### config.mk
export PLATFORM = sky130hd
export DESIGN_NAME = relation_tally_flat
export DESIGN_NICKNAME = d
export VERILOG_FILES = /design/src/rtl/relation_tally_if.sv /design/src/rtl/relation_tally.sv /design/src/flat_wrapper.sv
export SDC_FILE = /design/constraint.sdc
export NUM_CORES = 1
export LEC_CHECK = 0
export ABC_AREA = 1
export CAP_MARGIN = 20
export CORE_MARGIN = 4
export CORE_UTILIZATION = 35
export CTS_CLUSTER_SIZE = 20
export DETAILED_ROUTE_END_ITERATION = 12
export PLACE_DENSITY = 0.59
export SYNTH_ARGS = -nofsm -noshare
export SYNTH_HDL_FRONTEND = slang
export SYNTH_SLANG_ARGS = --single-unit
### constraint.sdc
create_clock -name clk -period 8.9 [get_ports clk]
set_clock_uncertainty 0.05 [all_clocks]
set_input_delay 1.335 -clock clk [delete_from_list [all_inputs] [get_ports clk]]
set_output_delay 1.335 -clock clk [all_outputs]
set_load 0.01 [all_outputs]
### src/rtl/relation_tally_if.sv
// Handshake bundle for relation_tally: sample flags in, tallies and report handshake out.
// The master side drives samples and rpt_ready; the slave side is the tally block.
interface relation_tally_if #(
  parameter int CNT_W = 5
);
  logic             start;
  logic             in_valid;
  logic             gray;
  logic             excess_3;
  logic             more;
  logic             less;
  logic             no_relation;
  logic             busy;
  logic             rpt_valid;
  logic             rpt_ready;
  logic [CNT_W-1:0] gray_cnt;
  logic [CNT_W-1:0] ex3_cnt;
  logic [CNT_W-1:0] more_cnt;
  logic [CNT_W-1:0] less_cnt;
  logic [CNT_W-1:0] none_cnt;
  logic [2:0]       dominant;
  logic             err;
  logic [CNT_W-1:0] max_run;

  modport master (
    output start, in_valid, gray, excess_3, more, less, no_relation, rpt_ready,
    input  busy, rpt_valid, gray_cnt, ex3_cnt, more_cnt, less_cnt, none_cnt,
           dominant, err, max_run
  );

  modport slave (
    input  start, in_valid, gray, excess_3, more, less, no_relation, rpt_ready,
    output busy, rpt_valid, gray_cnt, ex3_cnt, more_cnt, less_cnt, none_cnt,
           dominant, err, max_run
  );
endinterface

### src/rtl/relation_tally.sv
// Tallies code-relation flags over a window of accepted samples and reports them via valid/ready.
// Optional longest-run-of-"more" tracking is enabled by defining RUN_TRACK_EN.
module relation_tally #(
  parameter int WINDOW = 16,
  parameter int CNT_W  = 5
) (
  input logic             clk,
  input logic             rst_n,
  relation_tally_if.slave bus
);
  localparam int               SMP_W    = $clog2(WINDOW + 1);
  localparam logic [CNT_W-1:0] CNT_MAX  = {CNT_W{1'b1}};
  localparam logic [SMP_W-1:0] SMP_LAST = SMP_W'(WINDOW - 1);

  typedef enum logic [1:0] {IDLE, COUNT, REPORT} state_t;

  state_t           state;
  logic [SMP_W-1:0] smp_cnt;
  logic [CNT_W-1:0] gray_q, ex3_q, more_q, less_q, none_q;
  logic [CNT_W-1:0] gray_nx, ex3_nx, more_nx, less_nx, none_nx;
  logic [CNT_W-1:0] best;
  logic [2:0]       dom_q, dom_nx;
  logic             busy_q, rpt_valid_q, err_q;
  logic             any_rel, restart, accept, mismatch;

  function automatic logic [CNT_W-1:0] sat_inc(input logic [CNT_W-1:0] v, input logic en);
    return (en && (v != CNT_MAX)) ? v + CNT_W'(1) : v;
  endfunction

  // A start outside REPORT always wins over a same-cycle sample, which is dropped.
  assign any_rel  = bus.gray | bus.excess_3 | bus.more | bus.less;
  assign restart  = bus.start && (state != REPORT);
  assign accept   = (state == COUNT) && bus.in_valid && !bus.start;
  assign mismatch = bus.no_relation != ~any_rel;

  assign gray_nx = sat_inc(gray_q, bus.gray);
  assign ex3_nx  = sat_inc(ex3_q,  bus.excess_3);
  assign more_nx = sat_inc(more_q, bus.more);
  assign less_nx = sat_inc(less_q, bus.less);
  assign none_nx = sat_inc(none_q, ~any_rel);

  // Dominant is taken from the post-update tallies so the closing sample counts; strict > keeps ties low.
  always_comb begin
    dom_nx = 3'd0;
    best   = gray_nx;
    if (ex3_nx > best) begin
      dom_nx = 3'd1;
      best   = ex3_nx;
    end
    if (more_nx > best) begin
      dom_nx = 3'd2;
      best   = more_nx;
    end
    if (less_nx > best) begin
      dom_nx = 3'd3;
      best   = less_nx;
    end
    if (none_nx > best) begin
      dom_nx = 3'd4;
      best   = none_nx;
    end
  end

  always_ff @(posedge clk or negedge rst_n) begin
    if (!rst_n) begin
      state       <= IDLE;
      smp_cnt     <= '0;
      gray_q      <= '0;
      ex3_q       <= '0;
      more_q      <= '0;
      less_q      <= '0;
      none_q      <= '0;
      dom_q       <= '0;
      busy_q      <= 1'b0;
      rpt_valid_q <= 1'b0;
      err_q       <= 1'b0;
    end else if (restart) begin
      state   <= COUNT;
      smp_cnt <= '0;
      gray_q  <= '0;
      ex3_q   <= '0;
      more_q  <= '0;
      less_q  <= '0;
      none_q  <= '0;
      err_q   <= 1'b0;
      busy_q  <= 1'b1;
    end else if (accept) begin
      gray_q  <= gray_nx;
      ex3_q   <= ex3_nx;
      more_q  <= more_nx;
      less_q  <= less_nx;
      none_q  <= none_nx;
      err_q   <= err_q | mismatch;
      smp_cnt <= smp_cnt + SMP_W'(1);
      if (smp_cnt == SMP_LAST) begin
        state       <= REPORT;
        rpt_valid_q <= 1'b1;
        dom_q       <= dom_nx;
      end
    end else if ((state == REPORT) && bus.rpt_ready) begin
      state       <= IDLE;
      rpt_valid_q <= 1'b0;
      busy_q      <= 1'b0;
    end
  end

  assign bus.busy      = busy_q;
  assign bus.rpt_valid = rpt_valid_q;
  assign bus.gray_cnt  = gray_q;
  assign bus.ex3_cnt   = ex3_q;
  assign bus.more_cnt  = more_q;
  assign bus.less_cnt  = less_q;
  assign bus.none_cnt  = none_q;
  assign bus.dominant  = dom_q;
  assign bus.err       = err_q;

`ifdef RUN_TRACK_EN
  logic [CNT_W-1:0] cur_run_q, max_run_q, cur_run_nx;

  assign cur_run_nx = bus.more ? sat_inc(cur_run_q, 1'b1) : '0;

  // Run length only moves on accepted samples, so in_valid gaps do not break a run.
  always_ff @(posedge clk or negedge rst_n) begin
    if (!rst_n) begin
      cur_run_q <= '0;
      max_run_q <= '0;
    end else if (restart) begin
      cur_run_q <= '0;
      max_run_q <= '0;
    end else if (accept) begin
      cur_run_q <= cur_run_nx;
      max_run_q <= (cur_run_nx > max_run_q) ? cur_run_nx : max_run_q;
    end
  end

  assign bus.max_run = max_run_q;
`else
  assign bus.max_run = '0;
`endif
endmodule
### src/flat_wrapper.sv
// flat-port wrapper written by rule: the top's interface ports become plain ports
module relation_tally_flat 
#(
  parameter int WINDOW = 16,
  parameter int CNT_W  = 5
)
  (clk, rst_n, bus_start, bus_in_valid, bus_gray, bus_excess_3, bus_more, bus_less, bus_no_relation, bus_rpt_ready, bus_busy, bus_rpt_valid, bus_gray_cnt, bus_ex3_cnt, bus_more_cnt, bus_less_cnt, bus_none_cnt, bus_dominant, bus_err, bus_max_run);
  relation_tally_if #(.CNT_W(CNT_W)) bus_i ();
  input logic clk;
  input logic rst_n;
  input wire logic [$bits(bus_i.start)-1:0] bus_start;
  input wire logic [$bits(bus_i.in_valid)-1:0] bus_in_valid;
  input wire logic [$bits(bus_i.gray)-1:0] bus_gray;
  input wire logic [$bits(bus_i.excess_3)-1:0] bus_excess_3;
  input wire logic [$bits(bus_i.more)-1:0] bus_more;
  input wire logic [$bits(bus_i.less)-1:0] bus_less;
  input wire logic [$bits(bus_i.no_relation)-1:0] bus_no_relation;
  input wire logic [$bits(bus_i.rpt_ready)-1:0] bus_rpt_ready;
  output wire logic [$bits(bus_i.busy)-1:0] bus_busy;
  output wire logic [$bits(bus_i.rpt_valid)-1:0] bus_rpt_valid;
  output wire logic [$bits(bus_i.gray_cnt)-1:0] bus_gray_cnt;
  output wire logic [$bits(bus_i.ex3_cnt)-1:0] bus_ex3_cnt;
  output wire logic [$bits(bus_i.more_cnt)-1:0] bus_more_cnt;
  output wire logic [$bits(bus_i.less_cnt)-1:0] bus_less_cnt;
  output wire logic [$bits(bus_i.none_cnt)-1:0] bus_none_cnt;
  output wire logic [$bits(bus_i.dominant)-1:0] bus_dominant;
  output wire logic [$bits(bus_i.err)-1:0] bus_err;
  output wire logic [$bits(bus_i.max_run)-1:0] bus_max_run;
  assign bus_i.start = bus_start;
  assign bus_i.in_valid = bus_in_valid;
  assign bus_i.gray = bus_gray;
  assign bus_i.excess_3 = bus_excess_3;
  assign bus_i.more = bus_more;
  assign bus_i.less = bus_less;
  assign bus_i.no_relation = bus_no_relation;
  assign bus_i.rpt_ready = bus_rpt_ready;
  assign bus_busy = bus_i.busy;
  assign bus_rpt_valid = bus_i.rpt_valid;
  assign bus_gray_cnt = bus_i.gray_cnt;
  assign bus_ex3_cnt = bus_i.ex3_cnt;
  assign bus_more_cnt = bus_i.more_cnt;
  assign bus_less_cnt = bus_i.less_cnt;
  assign bus_none_cnt = bus_i.none_cnt;
  assign bus_dominant = bus_i.dominant;
  assign bus_err = bus_i.err;
  assign bus_max_run = bus_i.max_run;
  relation_tally #(.WINDOW(WINDOW), .CNT_W(CNT_W)) u_core (.clk(clk), .rst_n(rst_n), .bus(bus_i));
endmodule
==> run summary, run 1 <==
Clock sink count: 38
Synth cell types: 30
Vias per std cell: 4.76
Root buf cell: clkbuf_8
Vias in the first global route: 2,632
Buffers on Ports: 40
Period minus WS final: 7.09 ns
R2r setup slk: 2.38 ns
Worst reg2reg startpoint: u_core.bus.gray_cnt[0]$_DFFE_PN0P_
Syn Area/Cell: 7.18 um2
VDD IR max: 0.0743 mV
Startpoint Class: input port
Share of cells above drive strength 1: 0.0735
Fin crit share: 0.796
Post-cts sizing count: 0
Wire per inst: 12.7 um
Mapped cell area: 0.00292 mm2
RSZ-0062 raised after global routing: no
Sequential Power Share: 0.343
Clock-pin slew on the worst setup and hold paths: 0.08 ns
Total setup buffers inserted after CTS: 0
Sw Share: 0.393
Net Sw Power: 211 uW
Syn. warnings: 0
Critical path arrival: 7.22 ns
Worst hold endpoint: u_core.bus.rpt_valid$_DFFE_PN0P_
Num ports: 46
Routability Congestion: 0.808
Die X: 99.3 um
Final net count: 487
Reg2reg end: u_core.bus.dominant[1]$_DFFE_PN0P_
CTS tree: done
Clock power share: 0.239
Total core area: 0.00818 mm2
Kind of critical path: in2reg
R2R cell count: 41
CP dominant cell by count: nand2_1
PwrDens: 153 mW/mm2
Tot GR Track Use: 0.150
Min Hold Slack: 0.426 ns
Num CTS Buffers: 5
Buf/Inv on CP: 8
Critical Path Max Stage Delay: 0.53 ns
Post-DP HPWL: 5.45 mm
GRT overflow: 0
CTS H-tree lvls: 2
Vert. Die Dim: 99.3 um
Max cap viols: 0
# hold bufs at CTS: 0
Pre-Repair DR Iteration Count: 4
Crit-path max FO: 7
Final Setup Violations: 0
Crit. End Element: register
Die Footprint: 0.00986 mm2
Largest area contributor in the netlist: dfrtp_1
HP Class: reg2reg
Fin. Hold Viols: 0
Iter 0 DRT Violations: 78
Area growth syn-to-layout: 20.2%
Initial Util: 0.357
Clock buffer depth: 2
Pint: 326 uW
Peak Freq: 0.141 GHz
Comb pwr share: 0.418
Drt total wl: 7.06 mm
Largest net degree at the start of global routing: 39
CP delay by family, top: simple AND/OR/NAND/NOR gates
Residual DRC: 0
First-pass GRT wire length: 12.2 mm
DR vias: 2,638
Yosys reg bits: 38
Cells after synthesis: 406
Top cells by area, synth: dfrtp_1 33%, nand2_1 14%, ha_1 12%
Status: complete, no violations
Initial antenna violation count: 0
Core Rows: 33
Seq/Total Area, Yosys: 0.326
Post-route ant nets: 0
Worst-Skew Late Latency: 0.29 ns
Cells on Worst Hold Path: 2
Slew Limit Fails: 0
Leakage: 0.00181 uW
ANT cells: 0
Crit-path slowest cell: clkdlybuf4s50_1
Critical Path RT: 9.04 ns
Max-slew headroom: 0.367
Post-synth top area share: 0.326
Worst slew pin tran: 0.947 ns
Min-delay src: u_core.bus.rpt_valid$_DFFE_PN0P_
Total negative slack: 0 ns
-- flip-flops by register name, indices dropped and copies added (netlist names) --
signal,flops
u_core.bus.ex3_cnt,5
u_core.bus.gray_cnt,5
u_core.bus.less_cnt,5
u_core.bus.more_cnt,5
u_core.bus.none_cnt,5
u_core.smp_cnt,5
u_core.bus.dominant,3
u_core.state,2
u_core.bus.busy,1
u_core.bus.err,1
u_core.bus.rpt_valid,1
-- tightest hold or removal path, delay by kind of cell, from the launching register on --
family / cells / cell delay, ns
flops: 1 / 0.34
simple gates: 2 / 0.10
-- placed cells by master, fill, tap and decap left out, types with 2 or more instances in the layout --
cell type,n
o22ai_1,24
clkdlybuf4s50_1,39
a21oi_1,9
nor3_1,5
nor4_1,2
inv_1,72
o21a_1,3
nand3_2,2
dfrtp_1,38
conb_1,5
nand2_4,2
clkbuf_8,6
nand2_2,7
o21ai_2,2
nand3_1,28
nand4_1,4
nand2_1,108
ha_1,29
and2_1,5
xor2_1,7
nor2_1,20
o21ai_0,15
nor2_2,2
inv_2,5
-- cell families after synthesis --
logic type      after synthesis  synth area share
compound gates               57             0.121
xor+xnor                      7            0.0210
fa+ha+maj                    29             0.124
buf+inv                      87             0.118
flops                        38             0.326
other cells                   1           0.00129
simple gates                187             0.288
-- cell usage after synthesis (all sizes together) --
| library cell | count |
|---|---|
| a21o | 1 |
| a21oi | 10 |
| a22o | 1 |
| a32oi | 1 |
| and2 | 5 |
| buf | 5 |
| clkbuf | 5 |
| conb | 1 |
| dfrtp | 38 |
| ha | 29 |
| inv | 77 |
| nand2 | 117 |
| nand3 | 30 |
| nand4 | 4 |
| nor2 | 23 |
| nor3 | 6 |
| nor4 | 2 |
| o21a | 3 |
| o21ai | 17 |
| o22ai | 24 |
| xor2 | 7 |
-- metal layers --
metal,up-vias,track usage,wire (um)
met1,1208,0.206,3440
met5,-,0,0
li1,1379,-,-
met3,4,0.0273,282
met4,0,0.0284,60
met2,47,0.247,3280
-- power by group through the flow --
| stage | Sequential (uW) | Combinational, uW | Clock [uW] |
|---|---|---|---|
| after global routing | 186 | 259 | 143 |
| after global placement | 188 | 221 | 0 |
| after CTS | 185 | 226 | 134 |
| after detailed placement | 188 | 225 | 0 |
| after floorplan | 189 | 166 | 0 |
| final | 185 | 224 | 129 |
-- stage by stage --
step           power, uW  setup slack (ns)  instances  instance area, um2  utilization
6_report             538              1.81        554                3500        0.429
5_1_grt              587              1.18        554                3500        0.429
4_1_cts              544              1.80        554                3500        0.429
3_5_place_dp         413              1.51        546                3410        0.417
3_3_place_gp         409              1.69        546                3410        0.417
2_1_floorplan        355              2.78        410                2930            -
-- how the worst max path moves through the flow --
stage / start / end / slack, ns / depth (start not counted)
finish: bus_gray / u_core.bus.dominant[1]$_DFFE_PN0P_ / 1.81 / 39
global route: bus_gray / u_core.bus.dominant[1]$_DFFE_PN0P_ / 1.18 / 39
CTS: bus_gray / u_core.bus.dominant[1]$_DFFE_PN0P_ / 1.80 / 39
detailed placement: bus_gray / u_core.bus.dominant[1]$_DFFE_PN0P_ / 1.51 / 39
global placement: bus_gray / u_core.bus.dominant[1]$_DFFE_PN0P_ / 1.69 / 39
floorplan: bus_excess_3 / u_core.bus.dominant[1]$_DFFE_PN0P_ / 2.78 / 36
-- cell type report --
| type | instances | area (um2) |
|---|---|---|
| Tap cell | 105 | 131 |
| Multi-Input combinational cell | 285 | 1640 |
| Timing Repair Buffer | 41 | 403 |
| Clock inverter | 2 | 12.5 |
| Clock buffer | 6 | 82.6 |
| Sequential cell | 38 | 951 |
| Fill cell | 874 | 4670 |
| Inverter | 77 | 289 |
No activity file was read; power rests on OpenSTA's default activity.
==> run 2, diff against run 1 <==
==> constraint.sdc (replaced) <==
create_clock -name clk -period 7.17 [get_ports clk]
set_clock_uncertainty 0.05 [all_clocks]
set_input_delay 1.0755 -clock clk [delete_from_list [all_inputs] [get_ports clk]]
set_output_delay 1.0755 -clock clk [all_outputs]
set_load 0.01 [all_outputs]
==> run summary, run 2 (same netlist as run 1, synthesis figures left out) <==
Clock buffer depth: 2 (unchanged)
CTS H-tree lvls: 2 (unchanged)
Place WS: 0.164 ns (-1.35 ns)
Clock sink count: 38 (unchanged)
PwrDens: 190 mW/mm2 (+24%)
Total core area: 0.00818 mm2 (unchanged)
GRT overflow: 0 (unchanged)
Max cap viols: 0 (unchanged)
Startpoint Class: input port
Kind of critical path: in2reg
Total negative slack: 0 ns (unchanged)
Fin crit share: 0.918
Worst hold endpoint: u_core.bus.rpt_valid$_DFFE_PN0P_
Status: complete, no violations
DR vias: 2,683 (+1.7%)
Reg2reg end: u_core.bus.dominant[1]$_DFFE_PN0P_
Share of cells above drive strength 1: 0.0822 (+0.00873)
Most frequent cells in the layout: 108 x nand2_1, 72 x inv_1, 39 x clkdlybuf4s50_1, 38 x dfrtp_1, 29 x ha_1
Most common cell after layout, fill and taps aside: nand2_1
Vias in the first global route: 2,589 (-1.6%)
Fin. Hold Viols: 0 (unchanged)
Period minus WS final: 6.58 ns
Core Rows: 33 (unchanged)
Final WS setup: 0.589 ns (-1.22 ns)
# hold bufs at CTS: 0 (unchanged)
Die Footprint: 0.00986 mm2 (unchanged)
Total setup buffers inserted after CTS: 0 (unchanged)
VDD IR max: 0.108 mV (+46%)
Wire per inst: 13.0 um (+2.0%)
Worst reg2reg startpoint: u_core.bus.ex3_cnt[0]$_DFFE_PN0P_
Num CTS Buffers: 5 (unchanged)
ANT cells: 0 (unchanged)
Crit-path slowest cell: clkdlybuf4s50_1
Vert. Die Dim: 99.3 um (unchanged)
Post-route ant nets: 0 (unchanged)
Critical Path Max Stage Delay: 0.53 ns (about the same)
Critical path arrival: 6.77 ns (-0.45 ns)
Buffers on Ports: 40 (unchanged)
CTS tree: done
HP Class: reg2reg
Residual DRC: 0 (unchanged)
Min-delay src: u_core.bus.rpt_valid$_DFFE_PN0P_
Multi-input gate area: 0.00165 mm2 (+0.76%)
Post-DP HPWL: 5.43 mm (-0.33%)
Clock-pin slew on the worst setup and hold paths: 0.08 ns (about the same)
Crit-path max FO: 9 (+2)
Fill count: 833 (-4.7%)
Design Power: 670 uW (+25%)
First-pass GRT wire length: 12.2 mm (-0.22%)
Initial Util: 0.357 (unchanged)
Vias per std cell: 4.83 (+1.5%)
Cells on Worst Hold Path: 2 (unchanged)
Tot GR Track Use: 0.150 (about the same)
Peak Freq: 0.152 GHz
Critical Path RT: 7.36 ns (-1.68 ns)
Routability Congestion: 0.803 (-0.68%)
Area growth syn-to-layout: 20.7%
Iter 0 DRT Violations: 112 (+44%)
Root buf cell: clkbuf_8
Pre-Repair DR Iteration Count: 4 (unchanged)
Worst slew pin tran: 0.958 ns (+0.0109 ns)
Initial antenna violation count: 0 (unchanged)
R2r setup slk: 0.87 ns (-1.51 ns)
Leakage: 0.00181 uW (+0.13%)
Num ports: 46 (unchanged)
Die X: 99.3 um (unchanged)
Crit. End Element: register
Worst-Skew Late Latency: 0.29 ns (about the same)
Sequential cell area: 951 um2 (unchanged)
Slew Limit Fails: 0 (unchanged)
CP dominant cell by count: inv_1
Drt total wl: 7.21 mm (+2.1%)
Largest net degree at the start of global routing: 39 (unchanged)
Final Setup Violations: 0 (unchanged)
RSZ-0062 raised after global routing: no
Final net count: 488 (+0.21%)
R2R cell count: 42 (+2.4%)
Max-slew headroom: 0.360 (-0.00728)
[run 2: cell types whose count changed in the layout (fill, tap and decap cells not counted), sizes merged]
| cell | change |
|---|---|
| clkinv | +1 |
| buf | +1 |
| clkbuf | -1 |
[run 2: worst max path at each step]
stage | startpoint | end | slack (ns) | cells after the start
global route | bus_gray | u_core.bus.dominant[1]$_DFFE_PN0P_ | 0.003 | 39
detailed placement | bus_gray | u_core.bus.dominant[1]$_DFFE_PN0P_ | 0.16 | 39
global placement | bus_gray | u_core.bus.dominant[1]$_DFFE_PN0P_ | 0.39 | 39
CTS | bus_gray | u_core.bus.dominant[1]$_DFFE_PN0P_ | 0.44 | 39
floorplan | bus_excess_3 | u_core.bus.dominant[1]$_DFFE_PN0P_ | 1.31 | 36
finish | bus_excess_3 | u_core.bus.dominant[1]$_DFFE_PN0P_ | 0.59 | 38
[run 2: critical path, delay by kind of cell]
kind / cells / cell delay (ns)
AO/OA/AOI/OAI: 12 / 1.81
adder cells (fa/ha/maj): 4 / 1.05
buffers and inverters: 7 / 1.13
AND/OR/NAND/NOR: 15 / 1.70
[run 2: area by class of cell]
type | count | area share
well taps | 105 | 0.0373
repair buffers | 42 | 0.117
clock buffers | 5 | 0.0196
clock inverters | 3 | 0.00604
inverters | 77 | 0.0821
flip-flops and latches | 38 | 0.270
multi-input cells | 285 | 0.468
[run 2: power by group]
part / switching (uW) / internal, uW / total (uW)
Sequential: 8.08 / 221 / 229
Combinational: 179 / 110 / 288
Clock: 84.3 / 68.4 / 153
[run 2: repair_timing]
action / 4_1_cts / 5_1_grt
gates resized for setup: 0 / 4
endpoints found under the hold margin: 0 / 0
setup endpoints to repair: 0 / 3
[run 2: metal layers]
metal / track usage / vias to the layer above / share of wire
met5: 0 / - / 0
met4: 0.0315 / 0 / 0.0068
met3: 0.0245 / 6 / 0.053
met2: 0.243 / 74 / 0.45
met1: 0.210 / 1211 / 0.49
li1: - / 1392 / -
[run 2: per-stage QoR]
stage | cells | instance area [um2] | utilization | hold WS [ns]
finish | 555 | 3520 | 0.431 | 0.425
global route | 555 | 3520 | 0.431 | 0.452
CTS | 555 | 3510 | 0.429 | 0.431
detailed placement | 547 | 3420 | 0.418 | 0.410
global placement | 547 | 3420 | 0.418 | 0.416
floorplan | 410 | 2930 | - | 0.414
==> run 3, diff against run 2 <==
--- a/config.mk
+++ b/config.mk
@@ -7,7 +7,6 @@
 export LEC_CHECK = 0
 export ABC_AREA = 1
 export CAP_MARGIN = 20
-export CORE_MARGIN = 4
 export CORE_UTILIZATION = 35
 export CTS_CLUSTER_SIZE = 20
 export DETAILED_ROUTE_END_ITERATION = 12
==> run summary, run 3 (same netlist as run 1, synthesis figures left out) <==
Most common cell after layout, fill and taps aside: nand2_1
Min Hold Slack: 0.438 ns (+0.0123 ns)
Initial Util: 0.370 (+0.0130)
Tot GR Track Use: 0.166 (+0.0168)
Worst-Skew Late Latency: 0.30 ns (about the same)
Multi-input gate area: 0.00165 mm2 (-0.15%)
Slew Limit Fails: 0 (unchanged)
Vias in the first global route: 2,510 (-3.1%)
Initial antenna violation count: 0 (unchanged)
Period minus WS final: 6.58 ns (+0.000416 ns)
HP Class: reg2reg
Fin area: 0.00356 mm2 (+1.2%)
Core Rows: 32 (-3.0%)
Num CTS Buffers: 5 (unchanged)
CP dominant cell by count: inv_1
R2R cell count: 42 (unchanged)
Post-DP HPWL: 5.12 mm (-5.7%)
Vias per std cell: 4.91 (+1.6%)
VDD IR max: 0.100 mV (-7.5%)
Critical Path RT: 7.35 ns (about the same)
RSZ-0062 raised after global routing: no
Final Setup Violations: 0 (unchanged)
Worst reg2reg startpoint: u_core.bus.gray_cnt[0]$_DFFE_PN0P_
Die Footprint: 0.00870 mm2 (-12%)
Vert. Die Dim: 93.3 um (-6.0%)
Critical path arrival: 6.77 ns (about the same)
GRT overflow: 0 (unchanged)
Max cap viols: 0 (unchanged)
Post-route ant nets: 0 (unchanged)
Critical Path Max Stage Delay: 0.53 ns (about the same)
Routability Congestion: 0.867 (+8.0%)
Wire per inst: 12.3 um (-5.1%)
Share of cells above drive strength 1: 0.0800 (-0.00222)
Num ports: 46 (unchanged)
Crit-path max FO: 9 (unchanged)
Total core area: 0.00789 mm2 (-3.5%)
Kind of critical path: in2reg
Clock sink count: 38 (unchanged)
Sequential cell area: 951 um2 (unchanged)
Area growth syn-to-layout: 22.1%
Residual DRC: 0 (unchanged)
CTS tree: done
Drt total wl: 6.81 mm (-5.6%)
Crit. End Element: register
Fin crit share: 0.918 (about the same)
Buffers on Ports: 40 (unchanged)
Fin. Hold Viols: 0 (unchanged)
Iter 0 DRT Violations: 108 (-3.6%)
Place WS: 0.186 ns (+0.0216 ns)
Leakage: 0.00183 uW (+1.4%)
Pre-Repair DR Iteration Count: 4 (unchanged)
Clock-pin slew on the worst setup and hold paths: 0.09 ns (about the same)
DR vias: 2,710 (+1.0%)
Root buf cell: clkbuf_8
R2r setup slk: 0.89 ns (+0.02 ns)
Peak Freq: 0.152 GHz (about the same)
Final Non-Filler Cells: 552 (-0.54%)
ANT cells: 0 (unchanged)
Status: complete, no violations
Clock buffer depth: 2 (unchanged)
First-pass GRT wire length: 11.5 mm (-6.1%)
Worst hold endpoint: u_core.bus.rpt_valid$_DFFE_PN0P_
CTS H-tree lvls: 2 (unchanged)
Final net count: 488 (unchanged)
Cells on Worst Hold Path: 2 (unchanged)
Total negative slack: 0 ns (unchanged)
Worst slew pin tran: 0.991 ns (+0.0333 ns)
Min-delay src: u_core.bus.rpt_valid$_DFFE_PN0P_
Cell total after placement: 544 (-0.55%)
Die X: 93.3 um (-6.0%)
Startpoint Class: input port
Crit-path slowest cell: clkdlybuf4s50_1
PwrDens: 209 mW/mm2 (+9.5%)
Fill count: 804 (-3.5%)
Most frequent cells in the layout: 108 x nand2_1, 72 x inv_1, 39 x clkdlybuf4s50_1, 38 x dfrtp_1, 29 x ha_1
Final WS setup: 0.588 ns (-0.000416 ns)
# hold bufs at CTS: 0 (unchanged)
Reg2reg end: u_core.bus.dominant[1]$_DFFE_PN0P_
Largest net degree at the start of global routing: 39 (unchanged)
Placed Area: 0.00341 mm2 (-0.11%)
Max-slew headroom: 0.338 (-0.0222)
==> run 3: cell types whose count changed in the layout (fill, tap and decap cells not counted) <==
cell	delta
nor2_1	+1
nor2_2	-1
bufinv_16	+2
clkinv_2	-1
clkinvlp_4	-1
==> run 3: area by class of cell <==
| type | instances | share of cell area |
|---|---|---|
| inverter | 77 | 0.0812 |
| timing repair buffer | 42 | 0.115 |
| tap | 102 | 0.0358 |
| multi-input combinational | 285 | 0.462 |
| clock inverter | 3 | 0.0193 |
| clock buffer | 5 | 0.0193 |
| sequential | 38 | 0.267 |
==> run 3: how the worst max path moves through the flow <==
stage | from | endpoint | slack (ns) | depth (start not counted)
3_3_place_gp | bus_gray | u_core.bus.dominant[1]$_DFFE_PN0P_ | 0.42 | 39
3_5_place_dp | bus_gray | u_core.bus.dominant[1]$_DFFE_PN0P_ | 0.19 | 39
6_report | bus_excess_3 | u_core.bus.dominant[1]$_DFFE_PN0P_ | 0.59 | 38
5_1_grt | bus_gray | u_core.bus.dominant[0]$_DFFE_PN0P_ | 0.04 | 41
4_1_cts | bus_gray | u_core.bus.dominant[1]$_DFFE_PN0P_ | 0.47 | 39
2_1_floorplan | bus_excess_3 | u_core.bus.dominant[1]$_DFFE_PN0P_ | 1.31 | 36
==> run 3: timing repair <==
action	4_1_cts	5_1_grt
endpoints found under the setup margin	0	3
gates resized for setup	0	3
setup buffers	0	0
==> run 3: through the flow <==
| stage | utilization | total power (uW) |
|---|---|---|
| final | 0.451 | 743 |
| after global routing | 0.451 | 804 |
| after CTS | 0.450 | 741 |
| after detailed placement | 0.433 | 514 |
| after global placement | 0.433 | 509 |
| after floorplan | - | 441 |
==> run 3: routing by layer <==
| layer | vias to the layer above | part of all wire | GRT usage |
|---|---|---|---|
| li1 | 1395 | - | - |
| met1 | 1254 | 0.48 | 0.220 |
| met2 | 52 | 0.46 | 0.276 |
| met3 | 9 | 0.046 | 0.0309 |
| met4 | 0 | 0.013 | 0.0487 |
| met5 | - | 0 | 0 |
==> run 3: power breakdown <==
part           switching, uW  leakage [uW]  internal, uW
Sequential              7.85      0.000511           221
Clock                   85.8     0.0000683           140
Combinational            178       0.00126           110
Total                    272       0.00183           471
==> run 3: worst max-delay path: cells and delay by family <==
kind | cells | cell delay (ns)
AOI/OAI and AO/OA | 12 | 1.75
adders and majority gates | 4 | 1.06
buffers and inverters | 7 | 1.13
and+or+nand+nor | 15 | 1.72
